`config.mk`:
```
export PLATFORM = sky130hd
export DESIGN_NAME = fetch_unit_flat
export DESIGN_NICKNAME = d
export VERILOG_FILES = /design/src/rtl/fetch_pkg.sv /design/src/rtl/fetch_unit_if.sv /design/src/rtl/fetch_fifo.sv /design/src/rtl/fetch_unit.sv /design/src/flat_wrapper.sv
export SDC_FILE = /design/constraint.sdc
export NUM_CORES = 1
export LEC_CHECK = 0
export ABC_AREA = 1
export CORE_MARGIN = 2
export CORE_UTILIZATION = 55
export DETAILED_ROUTE_END_ITERATION = 7
export GPL_TIMING_DRIVEN = 0
export PLACE_DENSITY = 0.82
export SYNTH_ARGS = -nofsm -noshare
export SYNTH_HDL_FRONTEND = slang
export SYNTH_SLANG_ARGS = --single-unit
```
`constraint.sdc`:
```
create_clock -name clk -period 11.6 [get_ports clk]
set_input_delay 1.74 -clock clk [delete_from_list [all_inputs] [get_ports clk]]
set_output_delay 1.74 -clock clk [all_outputs]
set_load 0.01 [all_outputs]
```
`src/rtl/fetch_pkg.sv`:
```
// Shared types and constants for the instruction-fetch block.
package fetch_pkg;

    localparam logic [31:0] RESET_PC_DEFAULT = 32'h0000_0000;
    localparam logic [31:0] NOP_INSTR        = 32'h0000_0013;

    // One buffered fetch result: the word, the address it came from, and
    // whether it stands in for a misaligned redirect target.
    typedef struct packed {
        logic [31:0] pc;
        logic [31:0] instr;
        logic        misaligned;
    } fetch_entry_t;

    // Clear the byte offset so the address points at a whole word.
    function automatic logic [31:0] word_align(input logic [31:0] addr);
        return addr & 32'hFFFF_FFFC;
    endfunction

endpackage

```
`src/rtl/fetch_unit_if.sv`:
```
// Bus bundle for fetch_unit: instruction-memory read port, redirect input
// and the decode-facing valid/ready output. The master side is the fetch
// unit; the slave side is the memory/decode environment.
// FETCH_ALIGN_CHECK_EN adds the instr_misaligned flag.
interface fetch_unit_if;
    import fetch_pkg::*;

    logic        imem_req;
    logic [31:0] imem_addr;
    logic        imem_gnt;
    logic        imem_rvalid;
    logic [31:0] imem_rdata;

    logic        redirect_valid;
    logic [31:0] redirect_pc;

    logic        instr_valid;
    logic [31:0] instr;
    logic [31:0] instr_pc;
    logic        instr_ready;
`ifdef FETCH_ALIGN_CHECK_EN
    logic        instr_misaligned;

    modport master (
        output imem_req, imem_addr,
        input  imem_gnt, imem_rvalid, imem_rdata,
        input  redirect_valid, redirect_pc,
        output instr_valid, instr, instr_pc, instr_misaligned,
        input  instr_ready
    );

    modport slave (
        input  imem_req, imem_addr,
        output imem_gnt, imem_rvalid, imem_rdata,
        output redirect_valid, redirect_pc,
        input  instr_valid, instr, instr_pc, instr_misaligned,
        output instr_ready
    );
`else
    modport master (
        output imem_req, imem_addr,
        input  imem_gnt, imem_rvalid, imem_rdata,
        input  redirect_valid, redirect_pc,
        output instr_valid, instr, instr_pc,
        input  instr_ready
    );

    modport slave (
        input  imem_req, imem_addr,
        output imem_gnt, imem_rvalid, imem_rdata,
        output redirect_valid, redirect_pc,
        input  instr_valid, instr, instr_pc,
        output instr_ready
    );
`endif

endinterface

```
`src/rtl/fetch_fifo.sv`:
```
// Synchronous FIFO of fetch entries with flush and occupancy count.
// The head is read straight from storage, so a pushed entry appears one
// cycle later; an empty FIFO presents an all-zero head.
module fetch_fifo
    import fetch_pkg::*;
#(
    parameter int DEPTH = 2,
    parameter int CNT_W = $clog2(DEPTH + 1)
) (
    input  logic               clk,
    input  logic               rst_n,
    input  logic               push_i,
    input  fetch_entry_t       push_data_i,
    input  logic               pop_i,
    input  logic               flush_i,
    output fetch_entry_t       head_o,
    output logic [CNT_W-1:0]   count_o
);

    localparam int PTR_W = (DEPTH > 1) ? $clog2(DEPTH) : 1;

    fetch_entry_t     mem_q [DEPTH];
    logic [PTR_W-1:0] wr_ptr_q, wr_ptr_d;
    logic [PTR_W-1:0] rd_ptr_q, rd_ptr_d;
    logic [CNT_W-1:0] count_q, count_d;
    logic             do_push, do_pop;

    // Pointers wrap at DEPTH, which need not be a power of two.
    function automatic logic [PTR_W-1:0] ptr_inc(input logic [PTR_W-1:0] p);
        if (p == PTR_W'(DEPTH - 1)) begin
            return '0;
        end
        return p + PTR_W'(1);
    endfunction

    assign do_pop  = pop_i && (count_q != '0);
    assign do_push = push_i && ((count_q != CNT_W'(DEPTH)) || do_pop);

    // Pointer and occupancy next-state; flush empties the FIFO outright.
    always_comb begin
        wr_ptr_d = wr_ptr_q;
        rd_ptr_d = rd_ptr_q;
        count_d  = count_q;
        if (flush_i) begin
            wr_ptr_d = '0;
            rd_ptr_d = '0;
            count_d  = '0;
        end else begin
            if (do_push) begin
                wr_ptr_d = ptr_inc(wr_ptr_q);
            end
            if (do_pop) begin
                rd_ptr_d = ptr_inc(rd_ptr_q);
            end
            if (do_push && !do_pop) begin
                count_d = count_q + CNT_W'(1);
            end else if (do_pop && !do_push) begin
                count_d = count_q - CNT_W'(1);
            end
        end
    end

    // Control state register.
    always_ff @(posedge clk or negedge rst_n) begin
        if (!rst_n) begin
            wr_ptr_q <= '0;
            rd_ptr_q <= '0;
            count_q  <= '0;
        end else begin
            wr_ptr_q <= wr_ptr_d;
            rd_ptr_q <= rd_ptr_d;
            count_q  <= count_d;
        end
    end

    // Entry storage; contents are only visible while counted as occupied.
    always_ff @(posedge clk) begin
        if (do_push && !flush_i) begin
            mem_q[wr_ptr_q] <= push_data_i;
        end
    end

    assign head_o  = (count_q == '0) ? '0 : mem_q[rd_ptr_q];
    assign count_o = count_q;

endmodule

```
`src/rtl/fetch_unit.sv`:
```
// Instruction-fetch initiator. Issues sequential word reads to instruction
// memory under a credit rule that reserves a buffer slot for every
// outstanding request, buffers returned words with their PCs and hands
// them to decode. A redirect flushes the buffer and marks every request
// still in flight as stale so its response is dropped on return.
// Build option FETCH_ALIGN_CHECK_EN: a misaligned redirect target halts
// fetch and delivers a single NOP entry flagged as misaligned.
module fetch_unit
    import fetch_pkg::*;
#(
    parameter logic [31:0] RESET_PC        = RESET_PC_DEFAULT,
    parameter int          BUF_DEPTH       = 2,
    parameter int          MAX_OUTSTANDING = 2
) (
    input  logic         clk,
    input  logic         rst_n,
    fetch_unit_if.master bus
);

    localparam int OUT_W     = $clog2(MAX_OUTSTANDING + 1);
    localparam int BUF_CNT_W = $clog2(BUF_DEPTH + 1);

    logic [31:0]          fetch_pc_q, fetch_pc_d;
    logic [OUT_W-1:0]     outst_q, outst_d;
    logic [OUT_W-1:0]     discard_q, discard_d;

    logic                 redirect;
    logic                 halt;
    logic                 can_issue;
    logic                 accept;
    logic                 resp_ok;
    logic                 resp_keep;
    logic                 head_valid;

    fetch_entry_t         buf_head, buf_push_data;
    logic                 buf_push, buf_pop;
    logic [BUF_CNT_W-1:0] buf_count;

    fetch_entry_t         pcq_head, pcq_push_data;
    logic [OUT_W-1:0]     pcq_count;

    assign redirect = bus.redirect_valid;

    // A request needs both a free outstanding slot and a guaranteed buffer
    // slot for its response; nothing issues in a redirect cycle or in reset.
    assign can_issue = rst_n && !redirect && !halt
                    && (int'(outst_q) < MAX_OUTSTANDING)
                    && ((int'(outst_q) + int'(buf_count)) < BUF_DEPTH);

    assign accept    = can_issue && bus.imem_gnt;
    assign resp_ok   = bus.imem_rvalid && (outst_q != '0);
    assign resp_keep = resp_ok && (discard_q == '0);

    assign bus.imem_req  = can_issue;
    assign bus.imem_addr = fetch_pc_q;

    assign head_valid      = (buf_count != '0);
    assign bus.instr_valid = head_valid;
    assign bus.instr       = buf_head.instr;
    assign bus.instr_pc    = buf_head.pc;

    assign buf_pop = head_valid && bus.instr_ready && !redirect;

    assign pcq_push_data = '{pc: fetch_pc_q, instr: '0, misaligned: 1'b0};

`ifdef FETCH_ALIGN_CHECK_EN
    logic        halt_q, halt_d;
    logic        mis_pend_q, mis_pend_d;
    logic [31:0] mis_pc_q, mis_pc_d;

    assign halt                 = halt_q;
    assign bus.instr_misaligned = buf_head.misaligned;

    // A misaligned target halts fetch and queues its NOP stand-in for the
    // following cycle, once the flush has emptied the buffer.
    always_comb begin
        halt_d     = halt_q;
        mis_pend_d = 1'b0;
        mis_pc_d   = mis_pc_q;
        if (redirect) begin
            halt_d     = (bus.redirect_pc[1:0] != 2'b00);
            mis_pend_d = (bus.redirect_pc[1:0] != 2'b00);
            mis_pc_d   = bus.redirect_pc;
        end
    end

    // Misaligned-redirect state register.
    always_ff @(posedge clk or negedge rst_n) begin
        if (!rst_n) begin
            halt_q     <= 1'b0;
            mis_pend_q <= 1'b0;
            mis_pc_q   <= '0;
        end else begin
            halt_q     <= halt_d;
            mis_pend_q <= mis_pend_d;
            mis_pc_q   <= mis_pc_d;
        end
    end
`else
    assign halt = 1'b0;
`endif

    // Buffer write: a live response paired with its queued PC, or the
    // misaligned stand-in entry when that option is built in.
    always_comb begin
        buf_push_data            = pcq_head;
        buf_push_data.instr      = bus.imem_rdata;
        buf_push_data.misaligned = 1'b0;
        buf_push                 = resp_keep && !redirect;
`ifdef FETCH_ALIGN_CHECK_EN
        if (mis_pend_q && !redirect) begin
            buf_push_data = '{pc: mis_pc_q, instr: NOP_INSTR, misaligned: 1'b1};
            buf_push      = 1'b1;
        end
`endif
    end

    // Fetch PC and in-flight bookkeeping; a redirect turns everything still
    // outstanding after this cycle into responses to be discarded.
    always_comb begin
        fetch_pc_d = fetch_pc_q;
        outst_d    = outst_q;
        discard_d  = discard_q;
        if (accept) begin
            fetch_pc_d = fetch_pc_q + 32'd4;
            outst_d    = outst_d + OUT_W'(1);
        end
        if (resp_ok) begin
            outst_d = outst_d - OUT_W'(1);
            if (discard_q != '0) begin
                discard_d = discard_q - OUT_W'(1);
            end
        end
        if (redirect) begin
            fetch_pc_d = word_align(bus.redirect_pc);
            discard_d  = outst_d;
        end
    end

    // Fetch state register.
    always_ff @(posedge clk or negedge rst_n) begin
        if (!rst_n) begin
            fetch_pc_q <= RESET_PC;
            outst_q    <= '0;
            discard_q  <= '0;
        end else begin
            fetch_pc_q <= fetch_pc_d;
            outst_q    <= outst_d;
            discard_q  <= discard_d;
        end
    end

    fetch_fifo #(
        .DEPTH (BUF_DEPTH)
    ) u_ibuf (
        .clk         (clk),
        .rst_n       (rst_n),
        .push_i      (buf_push),
        .push_data_i (buf_push_data),
        .pop_i       (buf_pop),
        .flush_i     (redirect),
        .head_o      (buf_head),
        .count_o     (buf_count)
    );

    // In-order PCs of accepted requests; entries leave as responses return,
    // whether the response is kept or discarded.
    fetch_fifo #(
        .DEPTH (MAX_OUTSTANDING)
    ) u_pcq (
        .clk         (clk),
        .rst_n       (rst_n),
        .push_i      (accept),
        .push_data_i (pcq_push_data),
        .pop_i       (resp_ok),
        .flush_i     (1'b0),
        .head_o      (pcq_head),
        .count_o     (pcq_count)
    );

    a_rvalid_with_outstanding: assert property (
        @(posedge clk) disable iff (!rst_n) bus.imem_rvalid |-> (outst_q != '0));

    a_pcq_tracks_outstanding: assert property (
        @(posedge clk) disable iff (!rst_n) pcq_count == outst_q);

`ifndef FETCH_ALIGN_CHECK_EN
    a_no_misaligned_entries: assert property (
        @(posedge clk) disable iff (!rst_n) !buf_head.misaligned);
`endif

endmodule
```
`src/flat_wrapper.sv`:
```
// flat-port wrapper written by rule: the top's interface ports become plain ports
module fetch_unit_flat import fetch_pkg::*;
#(
    parameter logic [31:0] RESET_PC        = RESET_PC_DEFAULT,
    parameter int          BUF_DEPTH       = 2,
    parameter int          MAX_OUTSTANDING = 2
)
  (clk, rst_n, bus_imem_req, bus_imem_addr, bus_imem_gnt, bus_imem_rvalid, bus_imem_rdata, bus_redirect_valid, bus_redirect_pc, bus_instr_valid, bus_instr, bus_instr_pc, bus_instr_ready);
  fetch_unit_if bus_i ();
  input  logic clk;
  input  logic rst_n;
  output wire logic [$bits(bus_i.imem_req)-1:0] bus_imem_req;
  output wire logic [$bits(bus_i.imem_addr)-1:0] bus_imem_addr;
  input wire logic [$bits(bus_i.imem_gnt)-1:0] bus_imem_gnt;
  input wire logic [$bits(bus_i.imem_rvalid)-1:0] bus_imem_rvalid;
  input wire logic [$bits(bus_i.imem_rdata)-1:0] bus_imem_rdata;
  input wire logic [$bits(bus_i.redirect_valid)-1:0] bus_redirect_valid;
  input wire logic [$bits(bus_i.redirect_pc)-1:0] bus_redirect_pc;
  output wire logic [$bits(bus_i.instr_valid)-1:0] bus_instr_valid;
  output wire logic [$bits(bus_i.instr)-1:0] bus_instr;
  output wire logic [$bits(bus_i.instr_pc)-1:0] bus_instr_pc;
  input wire logic [$bits(bus_i.instr_ready)-1:0] bus_instr_ready;
  assign bus_imem_req = bus_i.imem_req;
  assign bus_imem_addr = bus_i.imem_addr;
  assign bus_i.imem_gnt = bus_imem_gnt;
  assign bus_i.imem_rvalid = bus_imem_rvalid;
  assign bus_i.imem_rdata = bus_imem_rdata;
  assign bus_i.redirect_valid = bus_redirect_valid;
  assign bus_i.redirect_pc = bus_redirect_pc;
  assign bus_instr_valid = bus_i.instr_valid;
  assign bus_instr = bus_i.instr;
  assign bus_instr_pc = bus_i.instr_pc;
  assign bus_i.instr_ready = bus_instr_ready;
  fetch_unit #(.RESET_PC(RESET_PC), .BUF_DEPTH(BUF_DEPTH), .MAX_OUTSTANDING(MAX_OUTSTANDING)) u_core (.clk(clk), .rst_n(rst_n), .bus(bus_i));
endmodule
```
==> results.toml <==
[run_status]
status = "finished clean"

[floorplanning]
fp-row-count = 49
die_x_um = 139
ioPinCount = 168
fp.dieH_um = 139
initial_core_util = 0.559
design.core.area_mm2 = 0.0178
die_area_mm2 = 0.0192

[placement]
hpwl_um = 16500
io_buffers = 162
pre_cts_ws_ns = 6.53
gp_congestion = 0.982
placed_area_mm2 = 0.0120

[synthesis]
synth_top_family_by_area = "simple AND/OR/NAND/NOR gates"
syn_area_per_cell_um2 = 10.3
synthMuxAreaShare = 0
ys_types = 41
synthTopCellsByArea = "edfxtp_1 (56%), nand2_1 (13%), dfrtp_1 (11%)"
synth-simple-area-share = 0.195
ys_warn_count = 0
synthAdderAreaFrac = 0.00703
synth_area_mm2 = 0.00997
netlist_instances = 966
synth_seq_area_share = 0.666
synth_xor_area_frac = 0.0114
ys_seq_elements = 228
synth_compound_area_frac = 0.0714
synth_area_leader_cell = "edfxtp_1"
yosys.area.top_type_share = 0.560

[routing]
vias = 7586
ant_nets = 0
drtPass1Iterations = 5
drt_iter0_drc = 578
avgRoutedWirePerCell_um = 17.3
vias_per_cell = 5.40
route.detailed.drc = 0
wirelength_um = 24300

[clock_tree]
clock-root-buffer = "clkbuf_16"
cts.sinks = 228
numCtsBuffers = 23
post_cts_resized = 0
cts_tree = "done"
clock_latency_ns = 0.50
clk_path_buf_depth = 3
clk_pin_slew_ns = 0.06
cts_max_level = 1
cts_hold_buffers = 0
post_cts_buffers = 0

[critical_path]
cp.required_ns = 9.86
startpoint_type = "input pin"
r2r-start = "u_core.u_ibuf.count_o[0]"
arrival_ns = 3.30
worst-r2r-setup-slack_ns = 8.79
crit_fanout = 25
critPathBufInv = 3
endpoint_kind = "primary output"
max_stage_delay_ns = 0.58
path_class = "input pin to primary output"
slowest_stage = "clkdlybuf4s50_1"
worstSetupStartpoint = "rst_n"
critPathTopFamily = "buffers and inverters"
path_cells = "buf_2, buf_12, nand2_1, nor4_1, clkdlybuf4s50_1"

[global_routing]
overflow = 0
grtUsageTotal = 0.252
grt_pass1_wl_um = 38600
grt_pass1_vias = 7529
antenna_found_initial = 0
grt_max_degree = 34

[timing]
finalSetupViolCount = 0
fin_skew_ns = 0.00994
post-route-min-period_ns = 5.04
rsz0062_at_grt = "no"
slew_violations = 0
fmax_ghz = 0.198
maxSlewHeadroom = 0.362
finalHoldViolations = 0
worstMarginPinSlew_ns = 0.955
setup_slack_ns = 6.56
setup_tns_ns = 0
fin_crit_sh = 0.434

[power_and_ir_drop]
leakage_uw = 0.00483
power_frac_comb = 0.349
internal_power_uw = 1780
ir_drop_uv = 186
switching_share = 0.338
power.density_mw_per_mm2 = 213
seqPwrFrac = 0.400
switchingPower_uw = 910
p_clk_frac = 0.251

[final_layout]
num_antenna_cells = 0
nets = 1234
utilization = 0.709
final_common_cell = "nand2_1"
drive_above_1_share = 0.0740
syn_to_final_growth_pct = 27.0
final_cell_mix = "nand2_1 (354), edfxtp_1 (186), clkdlybuf4s50_1 (161)"
final_cell_area_mm2 = 0.0127

[run]
max_cap_violations = 0

[worst_hold_path]
holdCritStartpoint = "u_core.discard_q[1]"
hp-class = "flip-flop to flip-flop"
per-stage QoR:
stage | cells | hold WS [ns] | total power (uW)
after floorplan | 969 | 0.482 | 1570
final | 1404 | 0.542 | 2690
after global routing | 1404 | 0.587 | 2830
after detailed placement | 1363 | 0.530 | 2020
after global placement | 1360 | 0.497 | 1990
after CTS | 1404 | 0.547 | 2700
final timing paths:
| path | end | cells past startpoint |
|---|---|---|
| max in group asynchronous | u_core.u_ibuf.rd_ptr_q | 2 |
| worst max register to register | u_core.u_pcq.mem_q[1][3] | 8 |
| worst min register to register | u_core.discard_q[1] | 2 |
| min in group asynchronous | u_core.bus.imem_addr[28] | 1 |
| worst min-delay path | u_core.discard_q[1] | 2 |
| worst max-delay path | bus_imem_req | 5 |
worst reg2reg max path, stage by stage, from the launching register on:
cell and delay, ns:
dfrtp_1 0.41, nand2_1 0.07, inv_1 0.06, fa_1 0.46
nor2_1 0.20, nand4_4 0.18, inv_2 0.12, o31ai_1 0.18
nor2_4 0.74
synthesized netlist by cell type (all sizes together):
library cell and count:
xnor2 3, conb 1, nor4 1, or2 2, o221ai 1, o21ai 26, nor3 12, a21oi 96
inv 70, nand4 3, fa 1, buf 23, ha 4, o31ai 1, clkbuf 20, o21bai 3
nand2 361, nor2 57, edfxtp 186, a31oi 2, clkinv 1, a211oi 1, o211ai 5, xor2 10
and2 1, nand3 33, dfrtp 42
final cells by class:
| class | count | area [um^2] |
|---|---|---|
| repair buffers | 165 | 1680 |
| well taps | 229 | 287 |
| plain buffers | 43 | 219 |
| clock inverters | 5 | 27.5 |
| flip-flops and latches | 228 | 6640 |
| inverters | 71 | 267 |
| multi-input cells | 627 | 2890 |
| clock buffers | 36 | 654 |
| fillers | 1232 | 5190 |
power by group through the flow:
| stage | Sequential [uW] | Clock [uW] | Combinational (uW) |
|---|---|---|---|
| final | 1080 | 677 | 939 |
| after global routing | 1090 | 713 | 1040 |
| after CTS | 1080 | 679 | 946 |
| after detailed placement | 1090 | 0 | 931 |
| after global placement | 1090 | 0 | 899 |
| after floorplan | 1080 | 0 | 491 |
per-layer routing:
metal,routed length (um),GRT usage,vias up
li1,-,-,3603
met1,9680,0.340,3599
met2,12200,0.435,340
met3,1890,0.0314,44
met4,567,0.0744,0
met5,0,0,-
cells by family (layout without fill, tap and decap cells):
| logic type | count (synthesis) | after routing |
|---|---|---|
| XOR/XNOR | 13 | 13 |
| AO/OA/AOI/OAI | 135 | 135 |
| adder cells (fa/ha/maj) | 5 | 5 |
| other | 1 | 4 |
| flip-flops | 228 | 228 |
| buffers and inverters | 114 | 320 |
| AND/OR/NAND/NOR | 470 | 470 |
registers in the layout (all words and copies together) (netlist names):
name	flops
u_core.discard_q	2
u_core.u_ibuf.rd_ptr_q	1
u_core.u_pcq.count_o	2
u_core.outst_q	2
u_core.u_ibuf.wr_ptr_q	1
u_core.u_ibuf.mem_q	126
u_core.u_ibuf.count_o	2
u_core.u_pcq.rd_ptr_q	1
u_core.u_pcq.wr_ptr_q	1
u_core.u_pcq.mem_q	60
u_core.bus.imem_addr	30
(Power assumes the default switching activity.)
